$ cat config.mk
export PLATFORM = sky130hd
export DESIGN_NAME = muldiv_unit
export DESIGN_NICKNAME = d
export VERILOG_FILES = /design/src/rtl/muldiv_pkg.sv /design/src/rtl/muldiv_core.sv /design/src/rtl/muldiv_unit.sv
export SDC_FILE = /design/constraint.sdc
export NUM_CORES = 2
export LEC_CHECK = 0
export ABC_CLOCK_PERIOD_IN_PS = 10100
export CORE_MARGIN = 2
export CORE_UTILIZATION = 55
export DETAILED_ROUTE_END_ITERATION = 10
export PLACE_DENSITY = 0.87
export SETUP_SLACK_MARGIN = 0.3
export SYNTH_ARGS = -nofsm -noshare
export SYNTH_HDL_FRONTEND = slang
export SYNTH_SLANG_ARGS = --single-unit
$ cat constraint.sdc
create_clock -name clk -period 10.1 [get_ports clk]
set_clock_uncertainty 0.1 [all_clocks]
set_input_delay 3.03 -clock clk [delete_from_list [all_inputs] [get_ports clk]]
set_output_delay 3.03 -clock clk [all_outputs]
set_load 0.005 [all_outputs]
$ cat src/rtl/muldiv_pkg.sv
// Shared definitions for the iterative multiply/divide unit: RV M funct3
// operation encodings, the handshake state encoding and small op decoders.
package muldiv_pkg;

    localparam logic [2:0] OP_MUL    = 3'b000;
    localparam logic [2:0] OP_MULH   = 3'b001;
    localparam logic [2:0] OP_MULHSU = 3'b010;
    localparam logic [2:0] OP_MULHU  = 3'b011;
    localparam logic [2:0] OP_DIV    = 3'b100;
    localparam logic [2:0] OP_DIVU   = 3'b101;
    localparam logic [2:0] OP_REM    = 3'b110;
    localparam logic [2:0] OP_REMU   = 3'b111;

    typedef enum logic [1:0] {
        ST_IDLE  = 2'b00,
        ST_BUSY  = 2'b01,
        ST_FIXUP = 2'b10,
        ST_DONE  = 2'b11
    } state_e;

    // Divide/remainder group is funct3[2] = 1.
    function automatic logic op_is_div(input logic [2:0] op);
        return op[2];
    endfunction

    // Remainder ops are 110/111.
    function automatic logic op_is_rem(input logic [2:0] op);
        return op[2] & op[1];
    endfunction

    // rs1 is treated as signed for these ops.
    function automatic logic op_a_signed(input logic [2:0] op);
        logic s;
        case (op)
            OP_MUL, OP_MULH, OP_MULHSU, OP_DIV, OP_REM: s = 1'b1;
            default:                                    s = 1'b0;
        endcase
        return s;
    endfunction

    // rs2 is treated as signed for these ops.
    function automatic logic op_b_signed(input logic [2:0] op);
        logic s;
        case (op)
            OP_MUL, OP_MULH, OP_DIV, OP_REM: s = 1'b1;
            default:                         s = 1'b0;
        endcase
        return s;
    endfunction

endpackage

$ cat src/rtl/muldiv_core.sv
// Iterative magnitude datapath: shift-add multiply or restoring divide,
// one bit per cycle. One load cycle, then exactly XLEN iterations with the
// counter running 0..XLEN-1. The accumulator is 2*XLEN bits:
//   multiply: {partial product high, remaining multiplier bits}
//   divide:   {partial remainder, quotient bits}
module muldiv_core #(
    parameter int XLEN = 64
) (
    input  logic              clk,
    input  logic              rst,
    input  logic              run,
    input  logic              is_div,
    input  logic [XLEN-1:0]   mag_a,
    input  logic [XLEN-1:0]   mag_b,
    output logic [2*XLEN-1:0] acc,
    output logic              last
);
    import muldiv_pkg::*;

    localparam int CW = $clog2(XLEN);

    logic [2*XLEN-1:0] acc_q, acc_d;
    logic [CW-1:0]     cnt_q, cnt_d;
    logic              loaded_q, loaded_d;
    logic [XLEN:0]     mul_sum_s;
    logic [XLEN:0]     div_trial_s;

    assign acc  = acc_q;
    assign last = run & loaded_q & (cnt_q == CW'(XLEN - 1));

    // Next-state for load / iterate / idle of the accumulator and counter.
    always_comb begin
        acc_d    = acc_q;
        cnt_d    = cnt_q;
        loaded_d = loaded_q;
        mul_sum_s   = {1'b0, acc_q[2*XLEN-1:XLEN]} +
                      (acc_q[0] ? {1'b0, mag_b} : {(XLEN+1){1'b0}});
        div_trial_s = acc_q[2*XLEN-1:XLEN-1] - {1'b0, mag_b};
        if (!run) begin
            loaded_d = 1'b0;
            cnt_d    = {CW{1'b0}};
        end else if (!loaded_q) begin
            // Both operations start with the rs1 magnitude in the low half.
            loaded_d = 1'b1;
            cnt_d    = {CW{1'b0}};
            acc_d    = {{XLEN{1'b0}}, mag_a};
        end else begin
            cnt_d = last ? {CW{1'b0}} : cnt_q + CW'(1);
            if (is_div) begin
                if (!div_trial_s[XLEN]) begin
                    acc_d = {div_trial_s[XLEN-1:0], acc_q[XLEN-2:0], 1'b1};
                end else begin
                    acc_d = {acc_q[2*XLEN-2:XLEN-1], acc_q[XLEN-2:0], 1'b0};
                end
            end else begin
                acc_d = {mul_sum_s, acc_q[XLEN-1:1]};
            end
        end
    end

    // Datapath registers with synchronous reset.
    always_ff @(posedge clk) begin
        if (rst) begin
            acc_q    <= {(2*XLEN){1'b0}};
            cnt_q    <= {CW{1'b0}};
            loaded_q <= 1'b0;
        end else begin
            acc_q    <= acc_d;
            cnt_q    <= cnt_d;
            loaded_q <= loaded_d;
        end
    end

endmodule

$ cat src/rtl/muldiv_unit.sv
// RV M-extension multiply/divide unit with valid/ready handshakes. The
// handshake FSM and sign fixup live here; the iteration is in muldiv_core.
// Latency from accept edge to out_valid is xlen+2 cycles for every op:
// one magnitude load cycle, xlen iterations and one fixup cycle.
module muldiv_unit
    import muldiv_pkg::*;
#(
    parameter int xlen = 64
) (
    input  logic            clk,
    input  logic            rst,
    input  logic            in_valid,
    output logic            in_ready,
    input  logic [xlen-1:0] a,
    input  logic [xlen-1:0] b,
    input  logic [2:0]      op,
    output logic            out_valid,
    input  logic            out_ready,
    output logic [xlen-1:0] result,
    output logic            zero
);

    state_e            state_q, state_d;
    logic [xlen-1:0]   a_q, a_d, b_q, b_d;
    logic [2:0]        op_q, op_d;
    logic [xlen-1:0]   result_q, result_d;
    logic              zero_q, zero_d;
    logic              out_valid_q, out_valid_d;
    logic              in_ready_q, in_ready_d;

    logic              a_neg_s, b_neg_s;
    logic [xlen-1:0]   mag_a_s, mag_b_s;
    logic [2*xlen-1:0] acc_s;
    logic              last_s;
    logic [2*xlen-1:0] prod_s;
    logic [xlen-1:0]   quot_s, rem_s;
    logic [xlen-1:0]   fix_s;

    function automatic logic [xlen-1:0] neg_x(input logic [xlen-1:0] v);
        return ~v + {{(xlen-1){1'b0}}, 1'b1};
    endfunction

    function automatic logic [2*xlen-1:0] neg_2x(input logic [2*xlen-1:0] v);
        return ~v + {{(2*xlen-1){1'b0}}, 1'b1};
    endfunction

    assign a_neg_s = op_a_signed(op_q) & a_q[xlen-1];
    assign b_neg_s = op_b_signed(op_q) & b_q[xlen-1];
    assign mag_a_s = a_neg_s ? neg_x(a_q) : a_q;
    assign mag_b_s = b_neg_s ? neg_x(b_q) : b_q;

    muldiv_core #(.XLEN(xlen)) u_core (
        .clk    (clk),
        .rst    (rst),
        .run    (state_q == ST_BUSY),
        .is_div (op_is_div(op_q)),
        .mag_a  (mag_a_s),
        .mag_b  (mag_b_s),
        .acc    (acc_s),
        .last   (last_s)
    );

    // Sign correction and result selection from the finished accumulator.
    always_comb begin
        prod_s = (a_neg_s ^ b_neg_s) ? neg_2x(acc_s) : acc_s;
        quot_s = acc_s[xlen-1:0];
        rem_s  = acc_s[2*xlen-1:xlen];
        fix_s  = {xlen{1'b0}};
        if (!op_is_div(op_q)) begin
            if (op_q == OP_MUL) begin
                fix_s = prod_s[xlen-1:0];
            end else begin
                fix_s = prod_s[2*xlen-1:xlen];
            end
        end else if (b_q == {xlen{1'b0}}) begin
            // Divide by zero: quotient all ones, remainder is the dividend.
            if (op_is_rem(op_q)) begin
                fix_s = a_q;
            end else begin
                fix_s = {xlen{1'b1}};
            end
        end else if (op_is_rem(op_q)) begin
            fix_s = a_neg_s ? neg_x(rem_s) : rem_s;
        end else begin
            // Overflow (-2^(xlen-1) / -1) falls out naturally: the magnitude
            // 2^(xlen-1) is returned unnegated, which equals the dividend.
            fix_s = (a_neg_s ^ b_neg_s) ? neg_x(quot_s) : quot_s;
        end
    end

    // Handshake FSM next-state and registered output values.
    always_comb begin
        state_d  = state_q;
        a_d      = a_q;
        b_d      = b_q;
        op_d     = op_q;
        result_d = result_q;
        zero_d   = zero_q;
        case (state_q)
            ST_IDLE: begin
                if (in_valid) begin
                    a_d     = a;
                    b_d     = b;
                    op_d    = op;
                    state_d = ST_BUSY;
                end else begin
                    state_d = ST_IDLE;
                end
            end
            ST_BUSY: begin
                if (last_s) begin
                    state_d = ST_FIXUP;
                end else begin
                    state_d = ST_BUSY;
                end
            end
            ST_FIXUP: begin
                result_d = fix_s;
                zero_d   = (fix_s == {xlen{1'b0}});
                state_d  = ST_DONE;
            end
            ST_DONE: begin
                if (out_ready) begin
                    state_d = ST_IDLE;
                end else begin
                    state_d = ST_DONE;
                end
            end
            default: begin
                state_d = ST_IDLE;
            end
        endcase
        out_valid_d = (state_d == ST_DONE);
        in_ready_d  = (state_d == ST_IDLE);
    end

    // State and output registers; reset overrides any handshake.
    always_ff @(posedge clk) begin
        if (rst) begin
            state_q     <= ST_IDLE;
            a_q         <= {xlen{1'b0}};
            b_q         <= {xlen{1'b0}};
            op_q        <= 3'b000;
            result_q    <= {xlen{1'b0}};
            zero_q      <= 1'b0;
            out_valid_q <= 1'b0;
            in_ready_q  <= 1'b1;
        end else begin
            state_q     <= state_d;
            a_q         <= a_d;
            b_q         <= b_d;
            op_q        <= op_d;
            result_q    <= result_d;
            zero_q      <= zero_d;
            out_valid_q <= out_valid_d;
            in_ready_q  <= in_ready_d;
        end
    end

    assign in_ready  = in_ready_q;
    assign out_valid = out_valid_q;
    assign result    = result_q;
    assign zero      = zero_q;

endmodule
-- Yosys cells after proc, flatten, opt, wreduce, memory -nomap -nowiden
Cells that the tools add are included.
- bits of input ports: 135
- bits in latches: 0
- register bits: 335
- logic and storage cells: 71
- output and inout bits: 67
- memory bits (writable): 0
- memories kept: 0
- ROM bits: 0
- bitwise gates (word level): 13
- add/sub/neg operators: 8
- div/mod/pow operators: 0
- equal/unequal tests: 9
- reductions and logical operators: 9
- multiply operators: 0
- muxes and demuxes: 21
- shift-type cells: 0
- magnitude comparators: 0
- operator list (operator ; count):
    64-bit two-way mux ; 10
    128-bit two-way mux ; 4
    64-bit by 1-bit adder with 64-bit output (second input constant) ; 4
    64-bit inverter ; 4
    128-bit by 1-bit adder with 128-bit output (second input constant) ; 1
    64-bit logical NOT ; 2
    128-bit inverter ; 1
    64-bit by 65-bit adder with 65-bit output ; 1
    65-bit by 64-bit subtractor with 65-bit output ; 1
    2-bit case mux with 4 select lines ; 1
    4-bit OR reduction ; 2
    6-bit by 1-bit adder with 6-bit output (second input constant) ; 1
    2-bit == test (second input constant) ; 3
    3-bit == test (second input constant) ; 2
    6-bit == test (second input constant) ; 1
    1-bit AND ; 5
    5-bit OR reduction ; 1
    2-bit logical NOT ; 2
    1-bit two-way mux ; 4
    2-bit two-way mux ; 2
    3-bit by 1-bit == test with 1-bit output (second input constant) ; 1
    3-bit by 2-bit == test with 1-bit output (second input constant) ; 1
    3-bit logical NOT ; 1
    2-bit by 1-bit == test with 1-bit output (second input constant) ; 1
    other kinds (3) ; 4

-- Longest topological paths before layout
- depth in word-level cells: 10
- gate-level depth with buffers: 25
- mapped depth without buffers: 22

-- By module
From an unflattened synthesis, not the netlist that was laid out.
- cell total of the unflattened synthesis: 4553
- area, all modules: 31896.8 µm²
- by module, submodules not included (module ; seq. area each (µm²) ; cells an instance ; area each (µm²) ; instances):
    muldiv_unit ; 4003.8 ; 2473 ; 16887.4 ; 1
    muldiv_core ; 2702.6 ; 2080 ; 15009.4 ; 1

-- Worst setup path after synthesis
No wires, ideal clock.
- path type: reg-to-reg
- start point: register b_q[16]
- end point: register u_core.acc_q[108] (netlist: u_core.acc[108])
- slack: 4.215 ns
- cell stages (with the launch flop): 21
- clock period less this slack: 5.885 ns
- data required time: 9.878 ns
- buffers on the path: 2
- arrival: 5.663 ns
- setup time: 0.122 ns
- cells stage by stage: dfxtp_1 > nor4_1 > nand4_1 > or4_1 > or3_1 > o41ai_1 > xor2_1 > ha_1 > clkbuf_1 > nand4_1 > nor2_1 > nand4_1 > or2_2 > o32ai_1 > o21ai_0 > o221ai_1 > a21oi_1 > xnor2_1 > clkbuf_1 > a211oi_1 > a221o_1
- longest elaborated chain between the ends: 7
- elaborated cells between the ends (all ways): 9
- classes of those cells: add/sub: 3; mux: 5; bitwise: 1
- RTL lines (item ; line ; text):
    from (decl) ; muldiv_unit.sv:24 ; logic [xlen-1:0] a_q, a_d, b_q, b_d;
    from (signal assigned) ; muldiv_unit.sv:142 ; b_q <= {xlen{1'b0}};
    64-bit inverter ; muldiv_unit.sv:40 ; return ~v + {{(xlen-1){1'b0}}, 1'b1};
    64-bit by 1-bit adder with 64-bit output ; muldiv_unit.sv:40 ;
    64-bit two-way mux (*) ; muldiv_unit.sv:50 ; assign mag_b_s = b_neg_s ? neg_x(b_q) : b_q;
    64-bit two-way mux or 65-bit by 64-bit subtractor with 65-bit output (tied branches) ; muldiv_core.sv:37, muldiv_core.sv:38 ;
    64-bit by 65-bit adder with 65-bit output or 128-bit two-way mux (tied branches) ; muldiv_core.sv:36, muldiv_core.sv:50 ;
    128-bit two-way mux (*) ; muldiv_core.sv:49 ; if (is_div) begin
    128-bit two-way mux (*) ; muldiv_core.sv:42 ; end else if (!loaded_q) begin
    to (signal assigned) ; muldiv_core.sv:64 ; acc_q <= {(2*XLEN){1'b0}};
    to (decl) ; muldiv_core.sv:22 ; logic [2*XLEN-1:0] acc_q, acc_d;
Every way passes the cells marked *; elsewhere a longest branch is shown, timed or not.
A chain may end at the register's enable or synchronous reset.

-- Worst setup path in the final report
- start point: register op_q[2]
- end point: register u_core.acc_q[81] (netlist: u_core.acc[81])
- longest elaborated chain between the ends: 9
- elaborated cells between the ends (all ways): 14
- classes of those cells: add/sub: 2; eq/ne: 3; mux: 6; bitwise: 1; reduce/logical: 2
- RTL lines (item ; line ; text):
    from (decl) ; muldiv_unit.sv:25 ; logic [2:0] op_q, op_d;
    from (signal assigned) ; muldiv_unit.sv:152 ; op_q <= op_d;
    3-bit by 1-bit == test with 1-bit output (tied with other cells) ; muldiv_pkg.sv:44 ; case (op)
    4-bit OR reduction ; muldiv_pkg.sv:44 ;
    1-bit two-way mux ; muldiv_pkg.sv:44 ;
    1-bit AND ; muldiv_unit.sv:48 ; assign b_neg_s = op_b_signed(op_q) & b_q[xlen-1];
    64-bit two-way mux ; muldiv_unit.sv:50 ;
    64-bit two-way mux or 65-bit by 64-bit subtractor with 65-bit output (tied branches) ; muldiv_core.sv:37, muldiv_core.sv:38 ;
    64-bit by 65-bit adder with 65-bit output or 128-bit two-way mux (tied branches) ; muldiv_core.sv:36, muldiv_core.sv:50 ;
    128-bit two-way mux (*) ; muldiv_core.sv:49 ;
    128-bit two-way mux (*) ; muldiv_core.sv:42 ;
Marks and branches as above.

==> qor.yml <==
gp_congestion: 1.07
dp_hpwl_mm: 99.9
cts_max_level: 2
p_per_area_nw_per_um2: 128
ir_drop_mv: 0.134
hold_end: "u_core.cnt_q[0]"
instances_no_fill: 5211
cp_slowest_cell: "mux2i_1"
hold-path-cell-count: 1
p_sw_share_pct: 37.9
drt_iter0_markers: 4787
drc: 0
grt_pass1_vias: 31700
dpl-instance-area_um2: 33100
clk_pin_slew_worst_paths_ns: 0.06
startpoint_type: "flip-flop"
core_um2: 55300
combinationalPowerShare_pct: 32.4
die_h_um: 241
synth_seq_cells: 335
cpMostUsedCell: "o21ai_0"
final.fill_count: 5200
crit_chain: "mux2i_1 -> and2_1 -> o21ai_0 -> xnor2_1 -> ha_1 -> a21oi_1 -> o21ai_0 -> a221o_1 -> a211oi_1 -> o32ai_1 -> o21ai_0 -> o221ai_1 -> a21oi_1 -> xor2_4 -> buf_4 -> nor2_1 -> a211oi_1 -> o21ai_0"
synth_edf_count: 0
path_max_fanout: 80
regArea_um2: 6710
power.leakage_nw: 13.3
synth.distinct_cells: 87
fmax_mhz: 124
p_clk_share_pct: 34.4
grt_antenna_before_repair: 5
final_common_cell: "nand2_1"
p_int_w: 0.00274
fin_nets: 4701
worstHoldStart: "u_core.cnt_q[0]"
first_pass_iters: 9
rsz0062_at_grt: "no"
worst_skew_pair.late_latency_ns: 0.58
yosys.area.top_type: "dfxtp_1"
mostFrequentLayoutCells: "nand2_1, a21oi_1, nor2_1"
overflow: 0
drtAntennaViolNets: 0
grt_max_degree: 102
p_seq_share_pct: 33.2
r2r_end: "u_core.acc[81]"
dieWidth_um: 241
pin_count: 202
ys_seq_area_share_pct: 21.7
synthTopCellsByArea: "dfxtp_1, a21oi_1, nand2_1, xnor2_1, nor2_1"
cts-resized-gates: 0
synth_top_area_share_pct: 21.7
wl_per_cell_um: 25.2
cp-end-kind: "flip-flop"
holdBufCountCts: 0
async_flop_share_pct: 0
cts_tree: "done"
r2r_slack_ns: 2.04
status: "complete, no violations"
cts_sinks: 335
grt_first_pass_wirelength_mm: 194
multi_input_area_um2: 22700
final_area_um2: 34400
synth_nets: 4758
post_synth.cell_area_avg_um2: 6.88
clockRootBuffer: "clkbuf_16"
initial_core_util_pct: 55.9
setup_tns_ns: 0
syn_to_final_growth_pct: 11.4
slowest_delay_ns: 0.82
grt_usage_pct: 43.6
finish.utilization_pct: 62.2
r2r_cells: 18
numPortBuffers: 201
syn_inst: 4488
worstSetupPathType: "flip-flop to flip-flop"
period_needed_ns: 8.06
postCtsSetupBuffers: 0
r2r_start: "op_q[2]"
vias: 35300
row_count: 86
yosys_most_used_dff: "dfxtp_1"
clockBufferDepth: 3
worst_pin_slew_ns: 1.33
cts_buffers: 39
maxCapViolCount: 0
p_sw_w: 0.00167
hold_ws_ns: 0.350
hold_viol: 0
viasPerCell: 6.77
max_slew_margin_pct: 11.0
dpl.cell_count: 5138
cp.required_ns: 10.44
arrival_ns: 8.40
routed_wl_mm: 131
ys.warnings.count: 0
dieArea_um2: 58100
period_share_pct: 79.8
maxSlewViolCount: 0
synth_area_um2: 30900
holdCritPathClass: "flip-flop to flip-flop"
setup_viol: 0
layout-drive-gt1-share_pct: 4.75
-- critical path, delay by kind of cell (launching register included) --
family	cells	cell delay, ns
adder cells (fa/ha/maj)	1	0.33
AO/OA/AOI/OAI	11	3.84
XOR/XNOR	2	0.65
buffers and inverters	1	0.70
AND/OR/NAND/NOR	2	0.86
flip-flops	1	0.52
multiplexers	1	0.82
-- layer usage --
layer / wire length, µm / vias to the layer above / track usage, % / share of wire, %
li1: - / 16000 / - / -
met1: 52800 / 16600 / 57.4 / 40
met2: 55500 / 2218 / 66.0 / 42
met3: 15700 / 481 / 11.4 / 12
met4: 7350 / 8 / 21.2 / 5.6
met5: 50 / - / 0 / 0.038
-- layout make-up --
class,count,share of cell area (%)
antenna,3,0.0218
clock buffer,49,3.19
clock inverter,21,0.713
inverter,54,0.589
multi-input combinational,3729,65.8
sequential,335,19.5
tap,748,2.72
timing repair buffer,272,7.41
-- logic make-up (layout without fill, tap and decap cells) --
kind of cell | after synthesis | in the layout | synth area share [%]
other | 0 | 3 | 0
flip-flops | 335 | 335 | 21.7
AO/OA/AOI/OAI | 1402 | 1402 | 28.0
XOR/XNOR | 419 | 419 | 11.9
AND/OR/NAND/NOR | 1689 | 1689 | 24.9
multiplexers | 84 | 84 | 2.75
buffers and inverters | 424 | 396 | 5.27
adder cells (fa/ha/maj) | 135 | 135 | 5.52
-- flip-flops by register name, summed over array words and instances, names as in the netlist --
name	flops
in_ready	1
u_core.cnt_q	6
op_q	3
b_q	64
u_core.acc	128
zero	1
u_core.loaded_q	1
result	64
out_valid	1
state_q	2
a_q	64
-- power groups by stage --
stage	clock [W]	sequential (W)	combinational, W
after floorplan	0	0.00144	0.000918
after global placement	0	0.00149	0.00134
after detailed placement	0	0.00149	0.00135
after CTS	0.00152	0.00146	0.00136
after global routing	0.00157	0.00147	0.00150
final	0.00152	0.00146	0.00143
-- per-stage QoR --
step	total power, W	setup WS (ns)
2_1_floorplan	0.00236	4.22
3_3_place_gp	0.00283	2.61
3_5_place_dp	0.00284	2.45
4_1_cts	0.00434	2.37
5_1_grt	0.00454	1.62
6_report	0.00441	2.04
-- synthesized netlist by cell type (16+ instances only) --
cell type,n
a21o_1,67
nor4_1,78
nor3_1,122
o41ai_1,18
o211ai_1,73
or3_1,28
nor2b_1,20
a211oi_1,88
nand2b_1,19
clkbuf_1,319
buf_1,31
xnor2_1,235
o31ai_1,42
inv_1,54
a22oi_1,42
dfxtp_1,335
nand3_1,71
nand4_1,60
buf_2,18
a21oi_1,545
o21ai_0,260
mux2i_1,78
or4_1,25
and3_1,25
nand2_1,669
o21bai_1,24
a221o_1,16
nor2_1,487
o21a_1,16
xor2_1,184
a31oi_1,70
ha_1,133
-- worst max-delay path by stage --
stage | cells after the start | endpoint | startpoint
after floorplan | 20 | u_core.acc[108] | b_q[16]
after global placement | 18 | u_core.acc[71] | op_q[2]
after detailed placement | 18 | u_core.acc[81] | op_q[2]
after CTS | 18 | u_core.acc[81] | op_q[2]
after global routing | 18 | u_core.acc[71] | op_q[2]
final | 18 | u_core.acc[81] | op_q[2]
Power figures use the tool's default switching activity.
